**src/rtl/keypad_scanner_if.sv**
```systemverilog
// Purpose: bundles the keypad matrix lines and the decoded-key outputs of the scanner.
// Latency: none, wiring only.
// Backpressure: none; key_valid is a one-cycle pulse the consumer must take when it appears.
interface keypad_scanner_if;
    logic [3:0] keypad_row;   // active-low row sense, pulled up externally
    logic [3:0] keypad_col;   // active-low one-cold column drive
    logic [3:0] keypadBuf;    // last accepted key code
    logic       key_valid;    // one-cycle pulse per accepted press
    logic       key_held;     // high from acceptance until release is debounced

    // Scanner side: reads rows, drives columns and key outputs.
    modport master (
        input  keypad_row,
        output keypad_col,
        output keypadBuf,
        output key_valid,
        output key_held
    );

    // Consumer/matrix side.
    modport slave (
        output keypad_row,
        input  keypad_col,
        input  keypadBuf,
        input  key_valid,
        input  key_held
    );
endinterface

```
**src/rtl/keypad_scanner.sv**
```systemverilog
// Purpose: 4x4 keypad column scanner with press/release debounce and hex key encoding.
// Latency: key_valid rises on the edge of the DEBOUNCE_CNT-th matching sample of the owning column.
// Backpressure: none; one key_valid pulse per accepted press, rescan waits for a debounced release.
module keypad_scanner #(
    parameter int SCAN_DIV     = 50000,
    parameter int DEBOUNCE_CNT = 20
) (
    input  logic             clock,
    input  logic             reset_n,
    keypad_scanner_if.master kp
);
    localparam int DW = (SCAN_DIV > 1) ? $clog2(SCAN_DIV) : 1;
    // One extra count of headroom so the terminal value itself is representable.
    localparam int CW = $clog2(DEBOUNCE_CNT + 1);
    localparam logic [DW-1:0] DWELL_LAST = DW'(SCAN_DIV - 1);
    localparam logic [CW-1:0] CNT_LAST   = CW'(DEBOUNCE_CNT);

    typedef enum logic [1:0] {
        SCAN     = 2'd0,
        DEBOUNCE = 2'd1,
        RELEASE  = 2'd2
    } state_t;

    state_t        state_q, state_d;
    logic [DW-1:0] dwell_q, dwell_d;
    logic [1:0]    col_q,   col_d;
    logic [CW-1:0] cnt_q,   cnt_d;
    logic [3:0]    pat_q,   pat_d;
    logic [3:0]    buf_q,   buf_d;
    logic          valid_q, valid_d;
    logic          held_q,  held_d;

    logic       sample;
    logic [3:0] row_low;
    logic       one_low;
    logic       all_high;

    // Row pattern (active-low, one row low) and column index to hex key code.
    function automatic logic [3:0] key_code(input logic [3:0] pat, input logic [1:0] col);
        logic [1:0] row;
        row = 2'd0;
        for (int i = 0; i < 4; i++) begin
            if (!pat[i]) row = 2'(i);
        end
        key_code = 4'h0;
        case ({row, col})
            4'h0: key_code = 4'h1;
            4'h1: key_code = 4'h2;
            4'h2: key_code = 4'h3;
            4'h3: key_code = 4'hA;
            4'h4: key_code = 4'h4;
            4'h5: key_code = 4'h5;
            4'h6: key_code = 4'h6;
            4'h7: key_code = 4'hB;
            4'h8: key_code = 4'h7;
            4'h9: key_code = 4'h8;
            4'hA: key_code = 4'h9;
            4'hB: key_code = 4'hC;
            4'hC: key_code = 4'hE;
            4'hD: key_code = 4'h0;
            4'hE: key_code = 4'hF;
            4'hF: key_code = 4'hD;
            default: key_code = 4'h0;
        endcase
    endfunction

    assign sample   = (dwell_q == DWELL_LAST);
    assign row_low  = ~kp.keypad_row;
    assign one_low  = (row_low != 4'h0) && ((row_low & (row_low - 4'h1)) == 4'h0);
    assign all_high = (kp.keypad_row == 4'hF);

    assign kp.keypad_col = ~(4'b0001 << col_q);
    assign kp.keypadBuf  = buf_q;
    assign kp.key_valid  = valid_q;
    assign kp.key_held   = held_q;

    // Next-state: dwell timing, column advance and the scan/debounce/release sequence.
    always_comb begin
        state_d = state_q;
        dwell_d = sample ? '0 : dwell_q + DW'(1);
        col_d   = col_q;
        cnt_d   = cnt_q;
        pat_d   = pat_q;
        buf_d   = buf_q;
        valid_d = 1'b0;
        held_d  = held_q;

        case (state_q)
            SCAN: begin
                if (sample) begin
                    if (one_low) begin
                        pat_d = kp.keypad_row;
                        if (DEBOUNCE_CNT == 1) begin
                            buf_d   = key_code(kp.keypad_row, col_q);
                            valid_d = 1'b1;
                            held_d  = 1'b1;
                            cnt_d   = '0;
                            state_d = RELEASE;
                        end else begin
                            cnt_d   = CW'(1);
                            state_d = DEBOUNCE;
                        end
                    end else begin
                        // Idle or ghosted multi-key: keep rotating.
                        col_d = col_q + 2'd1;
                    end
                end
            end
            DEBOUNCE: begin
                if (sample) begin
                    if (kp.keypad_row == pat_q) begin
                        if ((cnt_q + CW'(1)) == CNT_LAST) begin
                            buf_d   = key_code(pat_q, col_q);
                            valid_d = 1'b1;
                            held_d  = 1'b1;
                            cnt_d   = '0;
                            state_d = RELEASE;
                        end else begin
                            cnt_d = cnt_q + CW'(1);
                        end
                    end else begin
                        cnt_d   = '0;
                        col_d   = col_q + 2'd1;
                        state_d = SCAN;
                    end
                end
            end
            RELEASE: begin
                if (sample) begin
                    // Any low row, including a second key, restarts the release count.
                    if (all_high) begin
                        if ((cnt_q + CW'(1)) == CNT_LAST) begin
                            held_d  = 1'b0;
                            cnt_d   = '0;
                            col_d   = col_q + 2'd1;
                            state_d = SCAN;
                        end else begin
                            cnt_d = cnt_q + CW'(1);
                        end
                    end else begin
                        cnt_d = '0;
                    end
                end
            end
            default: begin
                state_d = SCAN;
                cnt_d   = '0;
            end
        endcase
    end

    // State and datapath registers; reset forces idle scan on column 0 with outputs cleared.
    always_ff @(posedge clock or negedge reset_n) begin
        if (!reset_n) begin
            state_q <= SCAN;
            dwell_q <= '0;
            col_q   <= 2'd0;
            cnt_q   <= '0;
            pat_q   <= 4'hF;
            buf_q   <= 4'h0;
            valid_q <= 1'b0;
            held_q  <= 1'b0;
        end else begin
            state_q <= state_d;
            dwell_q <= dwell_d;
            col_q   <= col_d;
            cnt_q   <= cnt_d;
            pat_q   <= pat_d;
            buf_q   <= buf_d;
            valid_q <= valid_d;
            held_q  <= held_d;
        end
    end
endmodule

```
**src/flat_wrapper.sv**
```systemverilog
// flat-port wrapper written by rule: the top's interface ports become plain ports
module keypad_scanner_flat 
#(
    parameter int SCAN_DIV     = 50000,
    parameter int DEBOUNCE_CNT = 20
)
  (clock, reset_n, kp_keypad_row, kp_keypad_col, kp_keypadBuf, kp_key_valid, kp_key_held);
  keypad_scanner_if kp_i ();
  input  logic clock;
  input  logic reset_n;
  input wire logic [$bits(kp_i.keypad_row)-1:0] kp_keypad_row;
  output wire logic [$bits(kp_i.keypad_col)-1:0] kp_keypad_col;
  output wire logic [$bits(kp_i.keypadBuf)-1:0] kp_keypadBuf;
  output wire logic [$bits(kp_i.key_valid)-1:0] kp_key_valid;
  output wire logic [$bits(kp_i.key_held)-1:0] kp_key_held;
  assign kp_i.keypad_row = kp_keypad_row;
  assign kp_keypad_col = kp_i.keypad_col;
  assign kp_keypadBuf = kp_i.keypadBuf;
  assign kp_key_valid = kp_i.key_valid;
  assign kp_key_held = kp_i.key_held;
  keypad_scanner #(.SCAN_DIV(SCAN_DIV), .DEBOUNCE_CNT(DEBOUNCE_CNT)) u_core (.clock(clock), .reset_n(reset_n), .kp(kp_i));
endmodule
```
**config.mk**
```make
export PLATFORM = sky130hd
export DESIGN_NAME = keypad_scanner_flat
export DESIGN_NICKNAME = d
export VERILOG_FILES = /design/src/rtl/keypad_scanner_if.sv /design/src/rtl/keypad_scanner.sv /design/src/flat_wrapper.sv
export SDC_FILE = /design/constraint.sdc
export NUM_CORES = 1
export LEC_CHECK = 0
export CAP_MARGIN = 10
export CORE_MARGIN = 2
export CORE_UTILIZATION = 50
export CTS_BUF_LIST = sky130_fd_sc_hd__clkbuf_8
export DETAILED_ROUTE_END_ITERATION = 8
export GPL_ROUTABILITY_DRIVEN = 0
export GPL_TIMING_DRIVEN = 0
export PLACE_DENSITY_LB_ADDON = 0.05
export RECOVER_POWER = 50
export SYNTH_ARGS = -nofsm -noshare
export SYNTH_HDL_FRONTEND = slang
export SYNTH_SLANG_ARGS = --single-unit
```
**constraint.sdc**
```tcl
create_clock -name clock -period 5.97 [get_ports clock]
set_input_delay 1.194 -clock clock [delete_from_list [all_inputs] [get_ports clock]]
set_output_delay 1.194 -clock clock [all_outputs]
set_load 0.05 [all_outputs]
```
## After elaboration in Yosys (flattened, before gate mapping)

Memories as Yosys holds them, arrays and structs flattened. A register that Yosys moved wholly into a read port is not among the register bits.
Index checks and enable logic that the tools add are counted.

| word-level totals | value |
|---|---|
| register bits after elaboration | 31 |
| memory bits (read-only) | 64 |
| input bits | 6 |
| output and inout bits | 10 |
| logic and storage cells | 90 |
| memories kept | 1 |

Memories:

| memory | words | bits a word | read ports | clocked after Yosys merged registers in | write ports | line | source |
|---|---|---|---|---|---|---|---|
| (name not given) | 16 | 4 | 1 | 1 | 0 | keypad_scanner.sv:46 | `case ({row, col})` |

| operators by class | value |
|---|---|
| add/sub/neg operators | 4 |
| equal/unequal tests | 17 |
| shifts and indexed selects | 1 |
| mux-type cells | 44 |
| bitwise operators | 3 |
| reduce and logical (&&, ||, !) cells | 13 |

Operators with widths:

| operator | number |
|---|---|
| two-way mux 2 bit | 21 |
| two-way mux 5 bit | 7 |
| adder 16 x 1 -> 16 bit (second input constant) | 1 |
| equality test 16 bit (second input constant) | 1 |
| two-way mux 16 bit | 1 |
| inequality test 2 x 1 -> 1 bit (second input constant) | 8 |
| one-hot mux 5 bit (3 select lines) | 1 |
| AND reduction 7 bit | 2 |
| one-hot mux 2 bit (3 select lines) | 2 |
| two-way mux 1 bit | 11 |
| inverter 4 bit | 2 |
| AND reduction 4 bit | 2 |
| AND reduction 8 bit | 1 |
| adder 5 x 1 -> 5 bit (second input constant) | 1 |
| equality test 5 bit (second input constant) | 1 |
| bitwise AND 4 bit | 1 |
| equality test 4 bit | 1 |
| equality test 4 bit (second input constant) | 1 |
| logical NOT 4 bit | 1 |
| inequality test 2 bit (second input constant) | 2 |
| nonzero test 4 bit | 1 |
| << shifter 1 x 2 -> 4 bit (first input constant) | 1 |
| subtractor 4 x 1 -> 4 bit (second input constant) | 1 |
| inequality test 3 bit (second input constant) | 1 |
| 10 further kinds | 10 |

## Logic depth before layout (Yosys ltp)

| logic depth | value |
|---|---|
| depth after elaboration | 8 |
| gate-level depth with buffers | 7 |
| mapped depth without buffers | 6 |

## Worst setup path before layout

OpenSTA, ideal clock, no wires.

| path | value |
|---|---|
| kind | input -> register |
| from | input kp_keypad_row[2] |
| to | register u_core.cnt_q[3] |
| setup time | 0.126 ns |
| arrival time | 2.204 ns |
| data required time | 5.844 ns |
| slack | 3.640 ns |
| stages on the path | 5 |
| buffers on the path | 0 |
| cell sequence | xnor2_1 > o2111ai_1 > a31oi_1 > or2_4 > a221o_1 |

| between the ends | value |
|---|---|
| longest elaborated chain between the ends | 7 |
| elaborated cells between the ends (all ways) | 15 |
| classes of those cells | add/sub (1); eq/ne (3); mux (5); bitwise (2); reduce/logical (4) |

RTL lines:

| element | line | source |
|---|---|---|
| start, declared | flat_wrapper.sv:11 | `input wire logic [$bits(kp_i.keypad_row)-1:0] kp_keypad_row;` |
| inverter 4 bit | keypad_scanner.sv:68 | `assign row_low = ~kp.keypad_row;` |
| subtractor 4 x 1 -> 4 bit | keypad_scanner.sv:69 | `assign one_low = (row_low != 4'h0) && ((row_low & (row_low - 4'h1)) == 4'h0);` |
| bitwise AND 4 bit | keypad_scanner.sv:69 |  |
| logical NOT 4 bit | keypad_scanner.sv:69 |  |
| logical AND 1 bit | keypad_scanner.sv:69 |  |
| inequality test 2 x 1 -> 1 bit (no line) | - |  |
| AND reduction 4 bit (no line) | - |  |
| end signal, assigned | keypad_scanner.sv:167 | `cnt_q <= cnt_d;` |
| end, declared | keypad_scanner.sv:27 | `logic [CW-1:0] cnt_q, cnt_d;` |

Parallel ways exist; a longest one is shown, timed or not. The select of a mux whose other input is x is not followed.
A chain may end at the register's enable or synchronous reset.

## Final worst setup path

| path | value |
|---|---|
| from | register u_core.col_q[0] |
| to | output kp_keypad_col[0] |

| between the ends | value |
|---|---|
| longest elaborated chain between the ends | 2 |

RTL lines:

| element | line | source |
|---|---|---|
| start, declared | keypad_scanner.sv:26 | `logic [1:0] col_q, col_d;` |
| start signal, assigned | keypad_scanner.sv:166 | `col_q <= col_d;` |
| << shifter 1 x 2 -> 4 bit | keypad_scanner.sv:72 | `assign kp.keypad_col = ~(4'b0001 << col_q);` |
| inverter 4 bit | keypad_scanner.sv:72 |  |
| end, declared | flat_wrapper.sv:12 | `output wire logic [$bits(kp_i.keypad_col)-1:0] kp_keypad_col;` |

Every way passes these cells.

==> impl_metrics.json <==
{
  "grt_pass1_wl_um": 6400,
  "ys_types": 40,
  "wl_per_cell_um": 14.3,
  "cts_root_buf": "clkbuf_8",
  "vias_per_cell": 5.50,
  "cpLargestDelayFamily": "buffers and inverters",
  "grt_pass1_vias": 1437,
  "synth_edf_count": 0,
  "hold_violations": 0,
  "ys.flop_type": "dfrtp_1",
  "dr.pass1.iters": 4,
  "wl_um": 3800,
  "numPortBuffers": 15,
  "clk_pin_slew_worst_paths_ps": 70,
  "nNetsFinal": 230,
  "cp-start-kind": "register",
  "synth_top_area_share_pct": 39.9,
  "core_area_um2": 3690,
  "vias": 1457,
  "grt_max_degree": 36,
  "crit_fanout": 7,
  "finalSetupViolCount": 0,
  "slew_viol_final": 36,
  "synthTopCellsByArea": "dfrtp_1 40%, xnor2_1 6.3%, mux2_2 5.8%",
  "place_ws_ps": 2900,
  "diodes": 0,
  "relSlewSlack_pct": -20.5,
  "crit_chain": "inv_1 -> ha_1 -> inv_1 -> clkdlybuf4s50_1",
  "numClockSinks": 35,
  "fp.dieArea_um2": 4400,
  "cpMaxStageDelayCell": "clkdlybuf4s50_1",
  "area_growth_pct": 16.5,
  "slowest_delay_ps": 790,
  "fin_ws_ps": 2780,
  "worst-path-buf-inv": 3,
  "status": "finished, violations left",
  "p_per_area_nw_per_um2": 209,
  "required_ps": 4780,
  "irDropWorstVdd_v": 0.000150,
  "antenna_found_initial": 0,
  "dp_hpwl_um": 2770,
  "grt_setup_unrepaired": "no",
  "fmax_mhz": 314,
  "setup-tns-final_ps": 0,
  "gr-total-overflow": 0,
  "syn_area_um2": 1940,
  "arrival_ps": 1990,
  "num_rows": 22,
  "yosys.area.top_type": "dfrtp_1",
  "ctsResizeCount": 0,
  "end_kind": "output pin",
  "cts_tree": "done",
  "fin_crit_ps": 3190,
  "drive_gt1_share_pct": 12.4,
  "syn_area_per_cell_um2": 10.0,
  "worstHoldPathType": "register to register",
  "ys_ff_latch": 35,
  "clk_path_buf_depth": 2,
  "synth-seq-area-share_pct": 45.3,
  "violations": "max-capacitance violations, max-slew violations",
  "grt_use_total_pct": 19.0,
  "period_share_pct": 53.4,
  "postCtsSetupBuffers": 0,
  "ant_nets": 0,
  "crit_top_cell": "inv_1",
  "postSynthCellCount": 194,
  "async_flop_share_pct": 100,
  "worst_pin_slew_ps": 1810,
  "htree_levels": 2,
  "start_util_pct": 52.7,
  "criticalPathCategory": "register to output pin",
  "drv_cap": 1,
  "synthesis.nets": 208,
  "power.leakage_nw": 1.01,
  "fp.dieW_um": 66.3,
  "holdBufCountCts": 0,
  "drtIter0Drc": 112,
  "skew_ps": 9.88,
  "insertion_delay_ps": 280,
  "ioPinCount": 16,
  "drc": 0,
  "die_h_um": 66.3,
  "cts_buffers": 5,
  "yosysWarningCount": 0
}
-- Yosys cell counts, drive strengths merged, types with 5 or more instances --
| library cell | count |
|---|---|
| dfrtp | 31 |
| nor2 | 20 |
| xnor2 | 14 |
| nand2 | 12 |
| nand3 | 12 |
| inv | 11 |
| mux2 | 10 |
| a21oi | 8 |
| ha | 8 |
| xor2 | 7 |
| and3 | 5 |
| nand4 | 5 |
-- layer usage --
metal | vias up | track usage (%) | wire length (um)
met5 | - | 0 | 0
met4 | 0 | 6.12 | 41
met3 | 4 | 3.24 | 143
met2 | 29 | 32.5 | 1840
met1 | 703 | 24.4 | 1780
li1 | 721 | - | -
-- state kept, by name (all words and copies together), names as in the netlist --
signal	flops
u_core.state_q	2
u_core.col_q	2
u_core.kp.key_valid	1
u_core.cnt_q	5
u_core.kp.key_held	1
u_core.pat_q	4
u_core.dwell_q	16
u_core.kp.keypadBuf	4
-- per-stage QoR --
step	area, um^2	hold slack [ps]	instances	utilization (%)	power (mW)
after floorplan	1940	455	194	-	0.246
after global placement	2150	467	257	58.4	0.256
after detailed placement	2150	487	257	58.2	0.256
after CTS	2270	497	265	61.4	0.478
after global routing	2260	519	265	61.4	0.488
final	2260	496	265	61.4	0.474
-- cell families after synthesis --
family,after synthesis,synth area share (%)
and+or+nand+nor,77,20.9
DFF,35,45.3
AOI/OAI and AO/OA,25,8.76
xor gates and xnor gates,21,9.47
buffers and inverters,15,3.03
muxes,13,7.34
adders and majority gates,8,5.15
-- placed cells by master, fill, tap and decap left out, types with 2 or more instances in the layout --
cell type        synthesis  layout
mux2i_1                  3       3
inv_1                   11      11
xnor2_1                 14      14
clkbuf_1                 2       3
xor2_1                   7       7
mux2_2                  10      10
or3_1                    2       2
and2_1                   4       4
dfstp_2                  4       4
clkdlybuf4s50_1          0      14
dfrtp_1                 31      31
nor2b_1                  3       3
nor3_1                   2       2
a21oi_1                  8       8
o2bb2ai_1                2       2
nor2_1                  20      20
a22o_1                   3       3
nand4_1                  5       5
o21ai_0                  2       2
nand4b_1                 2       2
ha_1                     8       8
and3_1                   5       5
clkbuf_8                 0       6
nand3_1                 12      12
buf_2                    2       2
a21o_1                   3       3
nor4_1                   3       3
nand2_1                 12      12
-- cell type report --
cell class / instances / area [um^2]
Timing Repair Buffer: 15 / 144
Clock buffer: 6 / 82.6
Sequential cell: 35 / 881
Clock inverter: 2 / 35.0
Multi-Input combinational cell: 144 / 1000
Buffer: 4 / 17.5
Inverter: 11 / 41.3
Fill cell: 306 / 1420
Tap cell: 48 / 60.1
-- where the power goes --
part	total (mW)	switching (mW)	internal [mW]
Sequential	0.237	0	0.237
Combinational	0.0140	0.00895	0.00500
Clock	0.223	0.0878	0.135
Total	0.474	0.0967	0.377
-- path summary, 6_finish.rpt --
check	cells after the start	endpoint	from	slack, ps
worst max register to register	4	u_core.kp.keypadBuf[0]	u_core.cnt_q[0]	3610
max in group asynchronous	1	u_core.col_q[0]	reset_n	3530
worst max-delay path	4	kp_keypad_col[0]	u_core.col_q[0]	2780
worst min register to register	1	u_core.dwell_q[0]	u_core.dwell_q[0]	500
worst min-delay path	1	u_core.dwell_q[0]	u_core.dwell_q[0]	500
min in group asynchronous	1	u_core.cnt_q[4]	reset_n	1390
Note: power is estimated with default switching activity, not from simulation.
